## src/rtl/jt49_div_multi.sv

```systemverilog
// Multi-channel programmable clock-enable divider: each channel divides cen by
// its own W-bit period and produces a one-clk enable pulse plus a square wave.
module jt49_div_multi #(
  parameter int W  = 12,
  parameter int CH = 3
) (
  input  logic            clk,
  input  logic            rst_n,
  input  logic            cen,
  input  logic [CH-1:0]   en,
  input  logic [CH-1:0]   restart,
  input  logic [CH*W-1:0] period,
  output logic [CH-1:0]   cen_div,
  output logic [CH-1:0]   sq
);

  localparam logic [W-1:0] ONE = W'(1);

  for (genvar i = 0; i < CH; i++) begin : g_ch
    logic [W-1:0] cnt, cnt_nxt;
    logic [W-1:0] shadow, shadow_nxt;
    logic [W-1:0] lim;
    logic         sq_r, sq_nxt;
    logic         pulse_r, pulse_nxt;
    logic         en_q;
    logic         run, rise, term;

    always_comb begin
      // shadow of 0 behaves as a divisor of 1, so the terminal count is 0
      lim        = (shadow == '0) ? '0 : shadow - ONE;
      run        = cen & en[i];
      rise       = en[i] & ~en_q;
      term       = run & (cnt >= lim);
      cnt_nxt    = cnt;
      shadow_nxt = shadow;
      sq_nxt     = sq_r;
      pulse_nxt  = 1'b0;
      if (restart[i]) begin
        cnt_nxt    = '0;
        shadow_nxt = period[i*W +: W];
        sq_nxt     = 1'b0;
      end else if (rise) begin
        cnt_nxt    = '0;
        shadow_nxt = period[i*W +: W];
      end else if (term) begin
        cnt_nxt    = '0;
        shadow_nxt = period[i*W +: W];
        sq_nxt     = ~sq_r;
        pulse_nxt  = 1'b1;
      end else if (run) begin
        cnt_nxt    = cnt + ONE;
      end
    end

    // en_q resets high so a channel already enabled at reset release runs
    // with D = 1 until its first terminal, instead of seeing a false rising edge.
    always_ff @(posedge clk or negedge rst_n) begin
      if (!rst_n) begin
        cnt     <= '0;
        shadow  <= '0;
        sq_r    <= 1'b0;
        pulse_r <= 1'b0;
        en_q    <= 1'b1;
      end else begin
        cnt     <= cnt_nxt;
        shadow  <= shadow_nxt;
        sq_r    <= sq_nxt;
        pulse_r <= pulse_nxt;
        en_q    <= en[i];
      end
    end

    assign cen_div[i] = pulse_r;
    assign sq[i]      = sq_r;
  end

endmodule

```

## config.mk

```make
export PLATFORM = sky130hd
export DESIGN_NAME = jt49_div_multi
export DESIGN_NICKNAME = d
export VERILOG_FILES = /design/src/rtl/jt49_div_multi.sv
export SDC_FILE = /design/constraint.sdc
export NUM_CORES = 1
export LEC_CHECK = 0
export ABC_AREA = 1
export CELL_PAD_IN_SITES_DETAIL_PLACEMENT = 0
export CELL_PAD_IN_SITES_GLOBAL_PLACEMENT = 1
export CORE_ASPECT_RATIO = 0.6
export CORE_MARGIN = 2
export CORE_UTILIZATION = 43
export CTS_CLUSTER_DIAMETER = 120
export DETAILED_ROUTE_END_ITERATION = 6
export MAX_ROUTING_LAYER = met4
export PLACE_DENSITY_LB_ADDON = 0.25
export SLEW_MARGIN = 0
export SYNTH_ARGS = -nofsm -noshare
export SYNTH_HDL_FRONTEND = slang
export SYNTH_SLANG_ARGS = --single-unit
```

## constraint.sdc

```tcl
create_clock -name clk -period 2.8 [get_ports clk]
set_clock_uncertainty 0.05 [all_clocks]
set_input_delay 0.84 -clock clk [delete_from_list [all_inputs] [get_ports clk]]
set_output_delay 0.84 -clock clk [all_outputs]
set_load 0.02 [all_outputs]
```

==> results.md <==
* Fin crit share at 98.5%
* Cell area power density at 471 mW/mm^2
* WP buf/inv at 2
* Levels on crit path at 18
* Placed cell areas at 0.00639 mm^2
* CP endpoint: g_ch[2].shadow[1]
* Worst Reg-to-Reg Cells at 18
* #FFs+latches synth at 81
* Via density at 4.98
* Drt first pass iters at 5
* Die span in y at 92.3 um
* GP Congestion at 0.873
* Most frequent cells in the layout: nand2_1, inv_1, dfrtp_1
* Final WL at 14,600 um
* H-tree levels at 3
* Final min period at ~2800 ps
* Worst R2R End: g_ch[2].shadow[1]
* Yosys warns at 0
* Rel. slew slack at 57.2%
* Worst path slowest cell: dfrtp_2
* Max Freq at between 0.3 and 0.4 GHz
* Multi-input logic area at about 0.0037 mm^2
* Clock buffer depth at 2
* Cts hold-fix bufs at 0
* CTS tree: yes
* Final Core Density at between 50% and 60%
* CP Data Arrival Time at 2940 ps
* Die width at 151 um
* WS Path Type: reg -> reg
* Fin. Hold Viols at 0
* Mean area per synthesized cell at between 7 and 8 um^2
* Crit path from: g_ch[2].shadow[0]
* Min-Delay Path Class: in -> async
* Syn nets at 858
* Crit path max-delay family: simple AND/OR/NAND/NOR gates
* Core area at 0.0128 mm^2
* Reg2Reg Setup Slack at a little over 40 ps
* CTS Sinks at 81
* First-pass GRT wire length at roughly 23,000 um
* Status: finished clean
* Count of port buffers added during placement at 50
* Reg area at roughly 0.0020 mm^2
* Final Max Slew Viols at 0
* P&R area growth vs syn at 37.0%
* Cell area after synthesis at 0.00558 mm^2
* Vias at 5,151
* Post-DR wirelength/cell at 14.1 um
* Crit-path cells: buf_6 > nor3_4 > nand2_1 > nor2_2 > nand3_1 > xnor2_1 > nand2_1 > ha_4 > nand2_4 > nor2_4 > nand2_2 > nor2_2 > nand2_2 > nand2_4 > nand2_8 > clkbuf_16 > nand3_2 > nand2_1
* Final setup fails at 0
* Worst-Skew Late Latency at 340 ps
* Max Cap Viol at 0
* CTS Root Cell: clkbuf_16
* Final instance area at 0.00765 mm^2
* Synth Instances at between 700 and 800
* Starting DRT DRC Count at 368
* DRC viols at 0
* Antenna-violating nets left at 0
* CP max stage delay at 430 ps
* Largest net degree at the start of global routing at 50
* Worst IR Drop VDD at around 0.00036 V
* Initial Utilization at 43.7%
* Nets at 950
* Global route overflow at 0
* Die area at 0.0139 mm^2
* CP required at 2990 ps
* Pleak at roughly 3.8 nW
* Share of cells above drive strength 1 at 25.1%
* Register area share after synthesis at a little over a third
* Most common cell after layout, fill and taps aside: nand2_1
* Crit path capture type: flip-flop
* Row count at 32
* Cell repeated most along the worst path: nand2_1
* Reg2Reg Launch Point: g_ch[2].shadow[0]
* CP startpoint kind: flip-flop
* Initial antenna violation count at 0
* Setup WS post-layout at 41.5 ps
* DP Worst Slack at -125 ps
* Post-synth cell types at 32
* Filler cells at about 1,100
* RSZ-0062 raised after global routing: yes
* TritonCTS Buffers at 9
* # diodes at 0
* Clock Pin Slew Worst Setup and Hold Paths at 70 ps
* Worst Tran Pin Value at between 600 and 700 ps
* Crit path max fanout at 6
* Vias in the first global route at ~4,700
* Num ports at 51
* GRT Util Overall at 21.6%
* Hpwl dp at ~10,000 um
## metrics by stage
stage / total power, mW / TNS [ps] / cells / hold slack (ps)
after floorplan: 1.66 / 0 / 768 / 426
final: 3.60 / 0 / 1035 / 400
after global routing: 3.78 / -3620 / 1035 / 428
after detailed placement: 1.89 / -2060 / 1000 / 454
after global placement: 1.87 / -1370 / 1000 / 451
after CTS: 3.48 / 0 / 1017 / 409
## cell families (layout without fill, tap and decap cells)
kind of cell / Yosys count / in the layout / share of synthesized area [%]
flops: 81 / 81 / 36.4
fa+ha+maj: 45 / 45 / 10.1
compound gates: 32 / 32 / 3.05
simple gates: 471 / 475 / 37.1
xor+xnor: 29 / 29 / 4.55
buf+inv: 110 / 203 / 8.79
## metal layers
layer | part of all wire, % | GRT usage [%] | routed length [um]
met4 | 1.1 | 4.44 | 166
met2 | 40 | 28.1 | 5870
met5 | 0 | - | 0
met1 | 54 | 34.1 | 7960
met3 | 4.3 | 4.03 | 630
## how the worst min path moves through the flow
stage                                 start                end  slack, ps  cells after the start
after CTS                             rst_n  g_ch[0].shadow[6]        410                      1
after global routing                  rst_n  g_ch[0].shadow[6]        430                      1
final                                 rst_n  g_ch[0].shadow[6]        400                      1
after detailed placement  g_ch[2].shadow[9]  g_ch[2].shadow[9]        450                      2
after global placement    g_ch[2].shadow[9]  g_ch[2].shadow[9]        450                      2
after floorplan           g_ch[2].shadow[9]  g_ch[2].shadow[9]        430                      2
## Yosys cell counts
cell / n / share of area [%]
nor3_1: 11 / 0.99
a31oi_1: 4 / 0.45
o21ai_1: 1 / 0.090
o21ai_0: 7 / 0.63
xnor2_1: 12 / 1.9
o21bai_1: 2 / 0.27
nor2_1: 87 / 5.9
nor4_1: 1 / 0.11
ha_1: 45 / 10
nand4_1: 13 / 1.5
nand2_1: 239 / 16
dfstp_2: 3 / 1.4
nor2_2: 6 / 0.67
inv_1: 90 / 6.1
dfrtp_1: 78 / 35
nand3_1: 82 / 7.4
nand2_4: 4 / 0.81
nand2_8: 1 / 0.36
a21oi_1: 18 / 1.6
xor2_1: 17 / 2.7
nor3_2: 2 / 0.36
buf_4: 9 / 1.2
buf_2: 4 / 0.36
clkinv_1: 1 / 0.067
buf_6: 3 / 0.61
inv_2: 2 / 0.13
or2_2: 7 / 0.78
buf_12: 1 / 0.36
nand3_2: 3 / 0.54
and2_1: 1 / 0.11
nand3b_1: 5 / 0.67
nand2_2: 9 / 1.0
## registers in the layout (all words and copies together) (netlist names)
register and count:
g_ch.sq_r 3, g_ch.shadow 36, g_ch.pulse_r 3, g_ch.cnt 36, g_ch.en_q 3
## power breakdown
part / leakage [nW] / switching [mW] / internal [mW]
Sequential: 1.05 / 0.0734 / 1.23
Combinational: 2.56 / 0.394 / 0.319
Clock: 0.190 / 0.506 / 1.08
## cell type report
| class | instances | share of cell area [%] |
|---|---|---|
| Sequential cell | 81 | 26.6 |
| Tap cell | 170 | 2.78 |
| Clock inverter | 5 | 1.96 |
| Timing Repair Buffer | 94 | 12.6 |
| Inverter | 93 | 4.56 |
| Multi-Input combinational cell | 581 | 48.3 |
| Clock buffer | 11 | 3.17 |
## what timing repair did
item / 4_1_cts / 5_1_grt
hold endpoints to repair: 0 / 0
endpoints found under the setup margin: 44 / 74
cloned: 0 / 7
pin swaps: 2 / 64
gates resized for setup: 5 / 151
buffers inserted: 1 / 11
Note: power is estimated with default switching activity, not from simulation.
